[config.mk]
export PLATFORM = sky130hd
export DESIGN_NAME = hex_ascii_streamer_flat
export DESIGN_NICKNAME = d
export VERILOG_FILES = /design/src/rtl/hex_ascii_streamer_pkg.sv /design/src/rtl/hex_ascii_streamer_if.sv /design/src/rtl/hex_ascii_streamer_nibble.sv /design/src/rtl/hex_ascii_streamer.sv /design/src/flat_wrapper.sv
export SDC_FILE = /design/constraint.sdc
export NUM_CORES = 1
export LEC_CHECK = 0
export CORE_UTILIZATION = 50
export DETAILED_ROUTE_END_ITERATION = 6
export DONT_BUFFER_PORTS = 1
export PLACE_DENSITY = 0.68
export SYNTH_ARGS = -nofsm -noshare
export SYNTH_HDL_FRONTEND = slang
export SYNTH_SLANG_ARGS = --single-unit
[constraint.sdc]
create_clock -name clk -period 4.45 [get_ports clk]
set_input_delay 0.445 -clock clk [delete_from_list [all_inputs] [get_ports clk]]
set_output_delay 0.445 -clock clk [all_outputs]
set_load 0.01 [all_outputs]
[src/rtl/hex_ascii_streamer_pkg.sv]
// Shared constants and state type for the hex ASCII streamer.
// CR/LF states exist only when HEX_STREAM_CRLF_EN is defined.
package hex_ascii_pkg;

    localparam logic [7:0] ASCII_ZERO = 8'h30;
    localparam logic [7:0] ASCII_A_UP = 8'h41;
    localparam logic [7:0] ASCII_A_LO = 8'h61;
    localparam logic [7:0] ASCII_CR   = 8'h0D;
    localparam logic [7:0] ASCII_LF   = 8'h0A;

    typedef enum logic [1:0] {
        IDLE  = 2'd0,
        DIGIT = 2'd1
`ifdef HEX_STREAM_CRLF_EN
        ,
        CR    = 2'd2,
        LF    = 2'd3
`endif
    } state_e;

endpackage

[src/rtl/hex_ascii_streamer_if.sv]
// Word-in / character-out handshake bundle of the hex ASCII streamer.
interface hex_ascii_streamer_if #(
    parameter int DATA_W = 8
);
    logic              in_valid;
    logic              in_ready;
    logic [DATA_W-1:0] in_data;
    logic              out_valid;
    logic              out_ready;
    logic [7:0]        out_char;

    modport master (
        output in_valid, in_data, out_ready,
        input  in_ready, out_valid, out_char
    );

    modport slave (
        input  in_valid, in_data, out_ready,
        output in_ready, out_valid, out_char
    );
endinterface

[src/rtl/hex_ascii_streamer_nibble.sv]
// Combinational 4-bit value to ASCII hex digit mapper; every code is valid.
module hex_nibble2ascii
    import hex_ascii_pkg::*;
#(
    parameter int LOWERCASE = 0
) (
    input  logic [3:0] nib_i,
    output logic [7:0] char_o
);

    // Digits 0-9 sit at 0x30, letters start at 'A' or 'a' depending on case
    always_comb begin
        char_o = ASCII_ZERO;
        if (nib_i < 4'd10) begin
            char_o = ASCII_ZERO + {4'h0, nib_i};
        end else begin
            char_o = ((LOWERCASE != 0) ? ASCII_A_LO : ASCII_A_UP) + {4'h0, nib_i} - 8'd10;
        end
    end

endmodule

[src/rtl/hex_ascii_streamer.sv]
// Streams a DATA_W-bit word as ASCII hex, MS nibble first, one char per handshake.
// Define HEX_STREAM_CRLF_EN to append a CR/LF terminator to every word.
module hex_ascii_streamer
    import hex_ascii_pkg::*;
#(
    parameter int DATA_W      = 8,
    parameter int LOWERCASE   = 0,
    parameter int LZ_SUPPRESS = 0
) (
    input  logic                 clk,
    input  logic                 rst_n,
    hex_ascii_streamer_if.slave  bus,
    output logic                 busy
);

    localparam int NIB   = DATA_W / 4;
    localparam int IDX_W = (NIB > 1) ? $clog2(NIB) : 1;

    state_e             state_q;
    logic [DATA_W-1:0]  word_q;
    logic [IDX_W-1:0]   idx_q;
    logic               out_valid_q;
    logic [7:0]         out_char_q;

    logic [IDX_W-1:0]   msnz_idx_s;
    logic [IDX_W-1:0]   start_idx_s;
    logic [IDX_W-1:0]   next_idx_s;
    logic [3:0]         sel_nib_s;
    logic [7:0]         map_char_s;

    // Priority encoder: highest non-zero nibble of the incoming word, 0 when all zero
    always_comb begin
        msnz_idx_s = '0;
        for (int i = 0; i < NIB; i++) begin
            msnz_idx_s = (bus.in_data[4*i +: 4] != 4'h0) ? IDX_W'(i) : msnz_idx_s;
        end
    end

    // One mapper serves both the first char (from in_data) and the following ones (from word_q)
    always_comb begin
        start_idx_s = (LZ_SUPPRESS != 0) ? msnz_idx_s : IDX_W'(NIB - 1);
        next_idx_s  = (idx_q != '0) ? (idx_q - IDX_W'(1)) : '0;
        if (state_q == IDLE) begin
            sel_nib_s = bus.in_data[{start_idx_s, 2'b00} +: 4];
        end else begin
            sel_nib_s = word_q[{next_idx_s, 2'b00} +: 4];
        end
    end

    hex_nibble2ascii #(
        .LOWERCASE (LOWERCASE)
    ) u_map (
        .nib_i  (sel_nib_s),
        .char_o (map_char_s)
    );

    // Control FSM with registered character outputs
    always_ff @(posedge clk or negedge rst_n) begin
        if (!rst_n) begin
            state_q     <= IDLE;
            word_q      <= '0;
            idx_q       <= '0;
            out_valid_q <= 1'b0;
            out_char_q  <= 8'h00;
        end else begin
            case (state_q)
                IDLE: begin
                    if (bus.in_valid) begin
                        word_q      <= bus.in_data;
                        idx_q       <= start_idx_s;
                        out_char_q  <= map_char_s;
                        out_valid_q <= 1'b1;
                        state_q     <= DIGIT;
                    end
                end
                DIGIT: begin
                    if (bus.out_ready) begin
                        if (idx_q != '0) begin
                            idx_q      <= next_idx_s;
                            out_char_q <= map_char_s;
                        end else begin
`ifdef HEX_STREAM_CRLF_EN
                            out_char_q <= ASCII_CR;
                            state_q    <= CR;
`else
                            out_valid_q <= 1'b0;
                            state_q     <= IDLE;
`endif
                        end
                    end
                end
`ifdef HEX_STREAM_CRLF_EN
                CR: begin
                    if (bus.out_ready) begin
                        out_char_q <= ASCII_LF;
                        state_q    <= LF;
                    end
                end
                LF: begin
                    if (bus.out_ready) begin
                        out_valid_q <= 1'b0;
                        state_q     <= IDLE;
                    end
                end
`endif
                default: begin
                    out_valid_q <= 1'b0;
                    state_q     <= IDLE;
                end
            endcase
        end
    end

    assign bus.in_ready  = (state_q == IDLE);
    assign bus.out_valid = out_valid_q;
    assign bus.out_char  = out_char_q;
    assign busy          = (state_q != IDLE);

endmodule
[src/flat_wrapper.sv]
// flat-port wrapper written by rule: the top's interface ports become plain ports
module hex_ascii_streamer_flat import hex_ascii_pkg::*;
#(
    parameter int DATA_W      = 8,
    parameter int LOWERCASE   = 0,
    parameter int LZ_SUPPRESS = 0
)
  (clk, rst_n, busy, bus_in_valid, bus_in_data, bus_out_ready, bus_in_ready, bus_out_valid, bus_out_char);
  hex_ascii_streamer_if #(.DATA_W(DATA_W)) bus_i ();
  input  logic clk;
  input  logic rst_n;
  output logic busy;
  input wire logic [$bits(bus_i.in_valid)-1:0] bus_in_valid;
  input wire logic [$bits(bus_i.in_data)-1:0] bus_in_data;
  input wire logic [$bits(bus_i.out_ready)-1:0] bus_out_ready;
  output wire logic [$bits(bus_i.in_ready)-1:0] bus_in_ready;
  output wire logic [$bits(bus_i.out_valid)-1:0] bus_out_valid;
  output wire logic [$bits(bus_i.out_char)-1:0] bus_out_char;
  assign bus_i.in_valid = bus_in_valid;
  assign bus_i.in_data = bus_in_data;
  assign bus_i.out_ready = bus_out_ready;
  assign bus_in_ready = bus_i.in_ready;
  assign bus_out_valid = bus_i.out_valid;
  assign bus_out_char = bus_i.out_char;
  hex_ascii_streamer #(.DATA_W(DATA_W), .LOWERCASE(LOWERCASE), .LZ_SUPPRESS(LZ_SUPPRESS)) u_core (.clk(clk), .rst_n(rst_n), .bus(bus_i), .busy(busy));
endmodule
---- After elaboration in Yosys (flattened, before gate mapping) ----
Cells that the tools add are included.
word-level totals
  register bits after elaboration ......... 20
  latch bits .............................. 0
  RAM bits ................................ 0
  ROM bits ................................ 0
  output and inout port bits .............. 11
  memories kept ........................... 0
cells by class
  add/sub/neg operators ................... 4
  multiply operators ...................... 0
  div/mod/pow operators ................... 0
  $lt $le $gt $ge ......................... 1
  eq/ne operators ......................... 5
  shift operators ......................... 1
  multiplexer cells ....................... 18
  bitwise logic cells ..................... 0
  reduce and logical (&&, ||, !) cells .... 7
operators with widths
  kind                                                                      number
  8-bit two-way mux                                                         4
  8-bit one-hot mux with 2 select lines                                     1
  7-bit by 4-bit adder with 8-bit output (first input constant)             1
  8-bit by 4-bit indexed part select with 4-bit output                      1
  8-bit by 4-bit subtractor with 8-bit output (second input constant)       1
  6-bit by 4-bit adder with 7-bit output (first input constant)             1
  1-bit two-way mux                                                         6
  2-bit two-way mux                                                         3
  2-bit inequality test (second input constant)                             3
  3-bit AND reduction                                                       2
  4-bit < comparator (second input constant)                                1
  4-bit two-way mux                                                         1
  1-bit one-hot mux with 2 select lines                                     2
  2-bit one-hot mux with 2 select lines                                     1
  4-bit AND reduction                                                       1
  2-bit nonzero test                                                        2
  2-bit by 1-bit == test with 1-bit output (second input constant)          1
  2-bit zero test                                                           1
  2-bit by 1-bit inequality test with 1-bit output (second input constant)  1
  2-bit AND reduction                                                       1
  1-bit subtractor (second input constant)                                  1

---- Depth between registers and ports, before layout ----
Gate-level depths: netlist of run 1.
  depth after elaboration ................. 10
  depth in mapped cells ................... 6

---- Hierarchy ----
Synthesis of run 1 repeated with hierarchy kept, for this count alone.
unflattened totals
  cell total of the unflattened synthesis .. 57
  area, all modules ....................... 745.7 um2
modules (own cells, without submodules)
  module              times used  cells an instance  area each (um2)  sequential area each (um2)
  hex_ascii_streamer  1           41                 640.6            350.3
  hex_nibble2ascii    1           16                 105.1            0.0

---- Worst setup path before layout of run 1 ----
No wires, ideal clock.
  kind .................................... flip-flop to flip-flop
  from .................................... reg, netlist name u_core.bus.out_valid
  to ...................................... reg u_core.out_char_q[1], in the netlist u_core.bus.out_char[1]
  data arrival time ....................... 1.502 ns
  path slack .............................. 2.884 ns
  cell stages (with the launch flop) ...... 6
  buffers on the path ..................... 1
  period minus slack after synthesis ...... 1.566 ns
  cell sequence ........................... dfrtp_1 > buf_6 > mux2i_1 > ha_1 > a221oi_2 > a21o_1
RTL lines
  element               line                      text
  to (signal assigned)  hex_ascii_streamer.sv:71  out_char_q <= map_char_s;
  to (signal assigned)  hex_ascii_streamer.sv:80  out_char_q <= map_char_s;
  to (decl)             hex_ascii_streamer.sv:23  logic [7:0] out_char_q;

==> reports/metrics.yaml, run 1 <==
status:
  run_status: "finished clean"
run:
  max_cap_violations: 0
synth:
  synth_top_family_by_area: "compound AO/OA/AOI/OAI gates"
  xor_xnor_portion_of_the_synthesized_cell_area_pct: 1.24
  ys_warn_count: 0
  synth_simple_gate_area_share_pct: 9.57
  muxShareOfSynthArea_pct: 14.4
  synth.largest_area_cell: "sky130_fd_sc_hd__dfrtp_1"
  post-synth-top-area-fraction_pct: 46.1
  post_syn_instances: 65
  ys_seq_area_share_pct: 46.1
  synth-adder-area-share_pct: 1.77
  synth.top_cells.by_area: "sky130_fd_sc_hd__dfrtp_1 46%, sky130_fd_sc_hd__mux2_2 8.0%, sky130_fd_sc_hd__buf_6 4.8%, sky130_fd_sc_hd__mux2i_1 4.3%, sky130_fd_sc_hd__nor2_1 3.7%"
  syn_nets: 78
  synth-compound-area-share_pct: 17.9
  cell_variety_after_synth: 27
  yosys_register_bits: 13
  avgSynthCellArea_um2: 10.9
  synthesis.area_um2: 706
clock_tree:
  clk_pin_slew_worst_paths_ps: 80
  cts_repair_resize_count: 0
  h_tree_levels: 1
  cts.root.buffer_cell: "sky130_fd_sc_hd__clkbuf_4"
  numCtsBuffers: 3
  cts_sinks: 13
  ctsLongestPathBuffers: 2
  worst_skew_pair.late_latency_ps: 270
  cts_tree: "yes"
final_layout:
  layoutNonFillerInstCount: 80
  synthToLayoutAreaGrowth_pct: 0.887
  n_antenna_cell: 0
  commonest_non_fill_non_tap_cell_in_the_layout: "sky130_fd_sc_hd__dfrtp_1"
  most_frequent_cells_in_the_layout: "13 x sky130_fd_sc_hd__dfrtp_1, 7 x sky130_fd_sc_hd__nor2_1, 6 x sky130_fd_sc_hd__nand2_1"
  finish.net_count: 79
  drive_gt1_share_pct: 20.0
  postLayoutCoreUtil_pct: 54.7
power_and_ir_drop:
  p_leak_nw: 0.327
  clkPwrFrac_pct: 13.2
  vdd_ir_max_v: 0.000413
  internal-power_uw: 321
  power.sequential.fraction_pct: 46.7
  comb_power_share_pct: 40.2
  p_sw_share_pct: 41.5
  power.total_uw: 548
  switchingPower_uw: 227
  power.density_cell_area_nw_per_um2: 770
sta:
  grt_setup_unrepaired: "false"
  timing.final.max_slew_violations: 0
  setup_viol: 0
  fin_setup_tns_ps: 0
  max_slew.worst_pin.slew_ps: 781
  fmax_ghz: 0.493
  fin_worst_skew_ps: 1.81
  post-route-period-util_pct: 45.6
  worst_slew_margin_rel_pct: 47.9
  final.min_clock_period_ps: 2030
  timing.final.hold_violations: 0
grt:
  grt_first_pass_wirelength_mm: 1.90
  via_count_of_the_first_global_routing_pass: 422
  number_of_antenna_violations_at_the_first_check_in_global_routing: 0
  grt_overflow_total: 0
  pin_count_of_the_biggest_net_entering_global_routing: 19
  grt_util_all_layers_pct: 19.8
setup_path:
  crit_fanout: 18
  timing.rr.end: "u_core.bus.out_char[1]"
  worst-r2r-cell-count: 4
  worst_setup_path_end_kind: "register"
  required_ps: 4670
  worst-endpoint-arrival_ps: 2250
  reg2reg_from: "u_core.bus.out_valid"
  crit_path_start_kind: "register"
  worst-r2r-setup-slack_ps: 2420
  setup.worst_path.class: "reg2reg"
hold_path:
  min_to: "u_core.bus.out_valid"
  number_of_cells_on_the_worst_hold_path: 1
  hp-class: "in2reg"
  hp-start: "bus_out_ready"
placed_design:
  dp.cells: 75
  placement.io_buffers: 0
  final_wtd_congestion: 0.823
  hpwlAfterDp_um: 870
routing:
  wl_per_cell_um: 14.4
  detailroute.via_count: 474
  drc_errors: 0
  wirelength_mm: 1.15
  ant_nets: 0
  detail_route.iter0.violations: 12
  dr.pass1.iters: 4
  detail_route.vias_per_cell: 5.93
floorplanning:
  rows: 13
  die_w_um: 39.6
  initial_utilization_pct: 54.2
  placeableCoreArea_um2: 1300
  pin_count: 23
  die_y_um: 39.6
  design.die.area_um2: 1570
-- power groups by stage --
stage | Clock (mW) | Combinational, mW | Sequential, mW
finish | 0.0721 | 0.220 | 0.256
global route | 0.0780 | 0.251 | 0.269
CTS | 0.0743 | 0.223 | 0.257
detailed placement | 0 | 0.217 | 0.260
global placement | 0 | 0.211 | 0.257
floorplan | 0 | 0.239 | 0.226
-- flip-flops by register name, summed over array words and instances (netlist names) --
signal,count
u_core.bus.out_char,7
u_core.bus.out_valid,1
u_core.idx_q,1
u_core.word_q,4
-- kinds of logic after synthesis --
logic type,Yosys count
AO/OA/AOI/OAI,16
adder cells (fa/ha/maj),1
AND/OR/NAND/NOR,16
XOR/XNOR,1
buffers and inverters,8
flip-flops,13
other,1
multiplexers,9
-- how the worst max path moves through the flow --
stage	slack [ps]	end	cells after the start	from
finish	2420	u_core.bus.out_char[1]	4	u_core.bus.out_valid
global route	2300	u_core.bus.out_char[2]	5	u_core.bus.out_valid
CTS	2430	u_core.bus.out_char[1]	4	u_core.bus.out_valid
detailed placement	2470	u_core.bus.out_char[1]	4	u_core.bus.out_valid
global placement	2500	u_core.bus.out_char[1]	4	u_core.bus.out_valid
floorplan	2880	u_core.bus.out_char[1]	5	u_core.bus.out_valid
-- worst max-delay path, cell delays in order, from the launching register on --
cell	delay, ps
sky130_fd_sc_hd__dfrtp_1	860
sky130_fd_sc_hd__mux2i_1	450
sky130_fd_sc_hd__ha_1	310
sky130_fd_sc_hd__a221oi_2	250
sky130_fd_sc_hd__a21o_1	110
-- layer usage --
layer | vias up | share of wire [%] | GRT usage, %
met5 | - | 0 | 0
met4 | 0 | 3.7 | 15.5
met3 | 4 | 8.0 | 6.82
met2 | 17 | 44 | 27.0
met1 | 227 | 44 | 24.8
li1 | 226 | - | -
-- cell usage after synthesis, drive strengths merged --
master,number
dfrtp,13
nor2,7
mux2,6
nand2,6
buf,5
a21oi,3
a31oi,3
inv,3
mux2i,3
o21ai,3
a21o,1
a221oi,1
a22o,1
a31o,1
conb,1
ha,1
nand3,1
nor2b,1
nor3,1
o21a,1
o22ai,1
o32ai,1
xor2,1
-- through the flow --
| stage | hold WS, ps | area [um^2] | worst slack, ps |
|---|---|---|---|
| after global routing | 268 | 712 | 2300 |
| after floorplan | 149 | 706 | 2880 |
| after detailed placement | 150 | 676 | 2470 |
| after global placement | 150 | 676 | 2500 |
| after CTS | 260 | 712 | 2430 |
| final | 266 | 712 | 2420 |
-- cell type report --
class                           instances  area (um^2)
Timing Repair Buffer                    1         10.0
Sequential cell                        13          325
Clock buffer                            4         26.3
Fill cell                             117          589
Tap cell                               15         18.8
Multi-Input combinational cell         44          320
Inverter                                3         11.3
-- what timing repair did --
item	in CTS	in global routing
setup buffers	0	0
endpoints found under the setup margin	0	0
hold endpoints to repair	13	0
hold buffers	1	0
No activity file was read; power rests on OpenSTA's default activity.
==> run 2: changes to the inputs <==
--- a/config.mk
+++ b/config.mk
@@ -5,6 +5,7 @@
 export SDC_FILE = /design/constraint.sdc
 export NUM_CORES = 1
 export LEC_CHECK = 0
+export ABC_AREA = 1
 export CORE_UTILIZATION = 50
 export DETAILED_ROUTE_END_ITERATION = 6
 export DONT_BUFFER_PORTS = 1
==> constraint.sdc (replaced) <==
create_clock -name clk -period 2 [get_ports clk]
set_input_delay 0.2 -clock clk [delete_from_list [all_inputs] [get_ports clk]]
set_output_delay 0.2 -clock clk [all_outputs]
set_load 0.01 [all_outputs]
==> reports/metrics.yaml, run 2 <==
routing:
  ant_nets: 0  # unchanged
  detail_route.iter0.violations: 10  # -2
  detail_route.vias_per_cell: 5.17  # -13%
  detailroute.via_count: 553  # +17%
  dr.pass1.iters: 4  # unchanged
  drc_errors: 0  # unchanged
  wl_per_cell_um: 11.6  # -19%
  wirelength_mm: 1.24  # +7.8%
setup_path:
  required_ps: 2170  # -2500 ps
  crit_fanout: 11  # -7
  crit_path_start_kind: "register"
  setup.worst_path.class: "reg2reg"
  worst_setup_path_end_kind: "register"
  worst-endpoint-arrival_ps: 1830  # -420 ps
synth:
  synth-async-reset-ratio_pct: 100  # unchanged
  synth.most_common_cell: "sky130_fd_sc_hd__nand2_1"
  synth-main-ff-cell: "sky130_fd_sc_hd__dfrtp_1"
  avgSynthCellArea_um2: 8.13  # -25%
  synth.cells.most_frequent: "33 x sky130_fd_sc_hd__nand2_1, 13 x sky130_fd_sc_hd__dfrtp_1, 7 x sky130_fd_sc_hd__nand3_1"
  yosys_register_bits: 13  # unchanged
  synth.largest_area_cell: "sky130_fd_sc_hd__dfrtp_1"
  number_of_synthesized_flops_with_an_enable_pin: 0  # unchanged
  post-synth-top-area-fraction_pct: 44.4  # -1.7 points
  cell_variety_after_synth: 22  # -19%
  ys_warn_count: 0  # unchanged
  syn_nets: 103  # +32%
  post_syn_instances: 90  # +38%
  synth.top_cells.by_area: "sky130_fd_sc_hd__dfrtp_1 44%, sky130_fd_sc_hd__nand2_1 17%, sky130_fd_sc_hd__nand3_1 4.8%, sky130_fd_sc_hd__a21oi_1 3.4%, sky130_fd_sc_hd__nand2_2 3.4%"
  ys_seq_area_share_pct: 44.4  # -1.7 points
  synthesis.area_um2: 732  # +3.7%
final_layout:
  drive_gt1_share_pct: 18.5  # -1.5 points
  finish.net_count: 106  # +34%
  layout.filler_cells: 125  # +6.8%
  commonest_non_fill_non_tap_cell_in_the_layout: "sky130_fd_sc_hd__nand2_1"
  most_frequent_cells_in_the_layout: "33 x sky130_fd_sc_hd__nand2_1, 13 x sky130_fd_sc_hd__dfrtp_1, 7 x sky130_fd_sc_hd__nand3_1"
  postLayoutCoreUtil_pct: 57.0  # +2.3 points
  final-seq-area_um2: 325  # unchanged
  layoutNonFillerInstCount: 107  # +34%
  synthToLayoutAreaGrowth_pct: 3.93
  multi_input_comb_area_um2: 343  # +7.0%
  flip_flop_count_of_the_largest_register_after_layout: 7  # unchanged
  n_antenna_cell: 0  # unchanged
power_and_ir_drop:
  p_leak_nw: 0.399  # +22%
  vdd_ir_max_v: 0.000924  # +120%
  power.total_mw: 1.36  # +150%
  power.density_cell_area_nw_per_um2: 1790  # +130%
grt:
  number_of_antenna_violations_at_the_first_check_in_global_routing: 0  # unchanged
  pin_count_of_the_biggest_net_entering_global_routing: 14  # -5
  grt_first_pass_wirelength_mm: 1.96  # +3.3%
  grt_util_all_layers_pct: 19.2  # -0.55 points
  via_count_of_the_first_global_routing_pass: 509  # +21%
  grt_overflow_total: 0  # unchanged
placed_design:
  placement.io_buffers: 0  # unchanged
  dp.cells: 102  # +36%
  hpwlAfterDp_um: 955  # +9.7%
  final_wtd_congestion: 0.734  # -11%
sta:
  final.min_clock_period_ps: 1650  # -377 ps
  timing.final.max_slew_violations: 0  # unchanged
  timing.final.hold_violations: 0  # unchanged
  setup_viol: 0  # unchanged
  grt_setup_unrepaired: "false"
  worst_slew_margin_rel_pct: 60.8  # +13 points
  fin_setup_tns_ps: 0  # unchanged
  fin_worst_skew_ps: 1.41  # -0.404 ps
  fmax_ghz: 0.605  # +23%
  max_slew.worst_pin.slew_ps: 586  # -195 ps
  post-route-period-util_pct: 82.6  # +37 points
floorplanning:
  rows: 13  # unchanged
  pin_count: 23  # unchanged
  die_w_um: 40.3  # +1.8%
  initial_utilization_pct: 54.9  # +0.65 points
  die_y_um: 40.3  # +1.8%
  placeableCoreArea_um2: 1330  # +2.5%
  design.die.area_um2: 1620  # +3.5%
clock_tree:
  ctsLongestPathBuffers: 2  # unchanged
  cts_sinks: 13  # unchanged
  cts_repair_resize_count: 0  # unchanged
  cts.root.buffer_cell: "sky130_fd_sc_hd__clkbuf_4"
  worst_skew_pair.late_latency_ps: 280  # about the same
  cts_tree: "yes"
  clk_pin_slew_worst_paths_ps: 80  # about the same
  numCtsBuffers: 3  # unchanged
  h_tree_levels: 1  # unchanged
status:
  run_status: "finished clean"
run:
  max_cap_violations: 0  # unchanged
hold_path:
  hp-class: "in2reg"
## run 2: cell types whose count changed in the layout (fill, tap and decap cells not counted), moves of 3 or more
cell,before,now
sky130_fd_sc_hd__nand2_2,0,4
sky130_fd_sc_hd__mux2i_1,3,0
sky130_fd_sc_hd__nand2_1,6,33
sky130_fd_sc_hd__nor2_1,7,4
sky130_fd_sc_hd__mux2_2,5,2
sky130_fd_sc_hd__inv_1,3,6
sky130_fd_sc_hd__nand3_1,1,7
## run 2: critical path, cell delays in order, from the launching register on
cell                      delay [ps]
sky130_fd_sc_hd__dfrtp_1         670
sky130_fd_sc_hd__inv_6           110
sky130_fd_sc_hd__nand2_1         110
sky130_fd_sc_hd__nand2_2          70
sky130_fd_sc_hd__ha_1            210
sky130_fd_sc_hd__nand3_1         120
sky130_fd_sc_hd__nand3_1         120
sky130_fd_sc_hd__nand2_1          70
sky130_fd_sc_hd__nand2_1          50
## run 2: repair_timing
action                                 in CTS  in global routing
endpoints found under the hold margin      13                  0
setup buffers                               0                  0
hold buffers                                1                  0
## run 2: cell type report
| class | count | area share (%) |
|---|---|---|
| Timing Repair Buffer | 1 | 1.32 |
| Tap cell | 15 | 2.47 |
| Inverter | 8 | 4.93 |
| Sequential cell | 13 | 42.8 |
| Clock buffer | 4 | 3.45 |
| Multi-Input combinational cell | 66 | 45.1 |
## run 2: cells by family (layout without fill, tap and decap cells)
| group | after synthesis | count (layout) | share of synthesized area [%] |
|---|---|---|---|
| other | 1 | 1 | 0.512 |
| flip-flops | 13 | 13 | 44.4 |
| adder cells (fa/ha/maj) | 1 | 1 | 1.71 |
| buffers and inverters | 11 | 13 | 8.72 |
| multiplexers | 2 | 2 | 3.08 |
| AND/OR/NAND/NOR | 55 | 55 | 36.2 |
| AO/OA/AOI/OAI | 7 | 7 | 5.30 |
## run 2: power by group
group	internal, mW	leakage, nW	switching, mW	total (mW)
registers	0.393	0.154	0.148	0.541
clock network	0.0774	0.0150	0.0855	0.163
logic	0.251	0.230	0.407	0.658
total	0.721	0.399	0.641	1.36
## run 2: final timing paths
kind,slack [ps],startpoint,cells after the start,to
setup / recovery,350,u_core.bus.out_valid,8,u_core.bus.out_char[4]
hold / removal,6,bus_out_ready,1,u_core.idx_q
setup reg to reg,350,u_core.bus.out_valid,8,u_core.bus.out_char[4]
hold reg to reg,530,u_core.word_q[0],1,u_core.word_q[0]
max in group asynchronous,1260,rst_n,1,u_core.bus.out_char[3]
min in group asynchronous,360,rst_n,1,u_core.word_q[1]
## run 2: routing by layer
metal / up-vias / part of all wire, % / GRT usage (%)
met3: 5 / 7.2 / 7.22
met1: 244 / 46 / 24.5
met5: - / 0 / 0
met2: 17 / 43 / 27.0
li1: 287 / - / -
met4: 0 / 2.9 / 12.5
## run 2: stage by stage
stage                     cell area (um^2)  worst slack (ps)  hold WS [ps]
final                                  761               347          5.89
after global routing                   761               213          3.88
after CTS                              761               340          6.38
after detailed placement               724               364         -95.3
after global placement                 724               410         -95.3
after floorplan                        732               602         -95.6
==> run 3: changes to the inputs <==
==> constraint.sdc (replaced) <==
create_clock -name clk -period 1.54 [get_ports clk]
set_input_delay 0.154 -clock clk [delete_from_list [all_inputs] [get_ports clk]]
set_output_delay 0.154 -clock clk [all_outputs]
set_load 0.01 [all_outputs]
==> reports/metrics.yaml, run 3 (same netlist as run 2, synthesis figures left out) <==
final_layout:
  flip_flop_count_of_the_largest_register_after_layout: 7  # unchanged
  commonest_non_fill_non_tap_cell_in_the_layout: "sky130_fd_sc_hd__nand2_1"
  layoutNonFillerInstCount: 112  # +4.7%
  final_design_area_no_fill_um2: 815  # +7.1%
  final-seq-area_um2: 327  # +0.38%
  layout.filler_cells: 119  # -4.8%
  finish.net_count: 111  # +4.7%
  synthToLayoutAreaGrowth_pct: 11.3
  most_frequent_cells_in_the_layout: "33 x sky130_fd_sc_hd__nand2_1, 12 x sky130_fd_sc_hd__dfrtp_1, 7 x sky130_fd_sc_hd__nand3_1"
  n_antenna_cell: 0  # unchanged
  multi_input_comb_area_um2: 343  # unchanged
  drive_gt1_share_pct: 22.7  # +4.2 points
setup_path:
  critPathSlowestCell: "sky130_fd_sc_hd__dfrtp_2"
  crit_fanout: 5  # -6
  setup.worst_path.class: "reg2reg"
  required_ps: 1710  # -460 ps
  worst-r2r-setup-slack_ps: 110  # -240 ps
  worst_setup_path_end_kind: "register"
  cp_cell_sequence: "buf_12 > nand2_1 > nand2_2 > ha_1 > nand3_1 > nand3_1 > nand2_1 > nand2_1"
  crit_path_start_kind: "register"
  crit_path_frequent_cell: "sky130_fd_sc_hd__nand2_1"
  worst-endpoint-arrival_ps: 1600  # -230 ps
  cp_slowest_stage_delay_ps: 470  # -200 ps
floorplanning:
  design.die.area_um2: 1620  # unchanged
  placeableCoreArea_um2: 1330  # unchanged
  pin_count: 23  # unchanged
  die_w_um: 40.3  # unchanged
  die_y_um: 40.3  # unchanged
  initial_utilization_pct: 54.9  # unchanged
  rows: 13  # unchanged
grt:
  grt_util_all_layers_pct: 20.7  # +1.4 points
  via_count_of_the_first_global_routing_pass: 513  # +0.79%
  number_of_antenna_violations_at_the_first_check_in_global_routing: 0  # unchanged
  grt_first_pass_wirelength_mm: 2.17  # +11%
  pin_count_of_the_biggest_net_entering_global_routing: 14  # unchanged
  grt_overflow_total: 0  # unchanged
clock_tree:
  cts.root.buffer_cell: "sky130_fd_sc_hd__clkbuf_4"
  cts_tree: "yes"
  cts_sinks: 13  # unchanged
  h_tree_levels: 1  # unchanged
  clk_pin_slew_worst_paths_ps: 80  # about the same
  ctsLongestPathBuffers: 2  # unchanged
  worst_skew_pair.late_latency_ps: 270  # about the same
  numCtsBuffers: 3  # unchanged
routing:
  dr.pass1.iters: 2  # -2
  detail_route.vias_per_cell: 5.08  # -1.7%
  wl_per_cell_um: 11.6  # +0.32%
  detailroute.via_count: 569  # +2.9%
  ant_nets: 0  # unchanged
  wirelength_mm: 1.30  # +5.0%
  detail_route.iter0.violations: 7  # -3
  drc_errors: 0  # unchanged
sta:
  fin_worst_skew_ps: 1.14  # -0.263 ps
  fmax_ghz: 0.699  # +16%
  timing.final.max_slew_violations: 0  # unchanged
  setup_viol: 0  # unchanged
  fin_setup_tns_ps: 0  # unchanged
  final.min_clock_period_ps: 1430  # -223 ps
  max_slew.worst_pin.slew_ps: 620  # +33.9 ps
  worst_slew_margin_rel_pct: 58.5  # -2.3 points
  post-route-period-util_pct: 92.8  # +10 points
  grt_setup_unrepaired: "false"
  timing.final.hold_violations: 0  # unchanged
power_and_ir_drop:
  vdd_ir_max_v: 0.00110  # +18%
  power.total_mw: 1.89  # +39%
  power.density_cell_area_nw_per_um2: 2330  # +30%
  p_leak_nw: 0.426  # +6.8%
placed_design:
  dpl-instance-area_um2: 739  # +2.1%
  placement.io_buffers: 0  # unchanged
  hpwlAfterDp_um: 976  # +2.2%
  final_wtd_congestion: 0.757  # +3.2%
  dp.cells: 104  # +2.0%
hold_path:
  hp-class: "in2reg"
run:
  max_cap_violations: 0  # unchanged
status:
  run_status: "finished clean"
## run 3: worst paths after layout
check,from,end,cells past startpoint
min in group asynchronous,rst_n,u_core.idx_q,1
hold reg to reg,u_core.word_q[3],u_core.word_q[3],1
max in group asynchronous,rst_n,u_core.bus.out_valid,1
setup / recovery,u_core.bus.out_valid,u_core.bus.out_char[4],8
setup reg to reg,u_core.bus.out_valid,u_core.bus.out_char[4],8
hold / removal,bus_in_data[3],u_core.word_q[3],1
## run 3: layout make-up
class | instances | share of cell area, %
Multi-Input combinational cell | 66 | 42.1
Sequential cell | 13 | 40.1
Clock buffer | 4 | 3.23
Tap cell | 15 | 2.30
Inverter | 8 | 4.61
Timing Repair Buffer | 6 | 7.68
## run 3: timing repair
item,CTS,global route
resized for setup,0,1
setup buffers,0,2
endpoints found under the hold margin,14,0
endpoints found under the setup margin,0,6
hold buffers,2,0
## run 3: critical path: cells and delay by family, from the launching register on
| kind | cells | cell delay, ps |
|---|---|---|
| fa+ha+maj | 1 | 210 |
| flops | 1 | 470 |
| simple gates | 6 | 490 |
| buf+inv | 1 | 150 |
## run 3: through the flow
stage / util (%) / hold WS (ps) / setup slack [ps]
after floorplan: - / -142 / 142
after global placement: 55.4 / -141 / 98.8
after detailed placement: 55.4 / -141 / 53.8
after CTS: 58.9 / 25.9 / 34.6
after global routing: 61.1 / 13.5 / 6.15
final: 61.1 / 24.2 / 110
## run 3: power breakdown
part | leakage, nW | total (mW) | switching [mW] | internal (mW)
logic | 0.258 | 1.00 | 0.575 | 0.426
clock network | 0.0150 | 0.216 | 0.115 | 0.100
registers | 0.153 | 0.678 | 0.164 | 0.514
## run 3: layer usage
layer | global-route usage (%) | vias to the layer above | wire (um)
met5 | 0 | - | 0
met4 | 7.50 | 0 | 13
met3 | 6.67 | 2 | 74
met2 | 30.2 | 14 | 565
met1 | 28.4 | 258 | 647
li1 | - | 295 | -
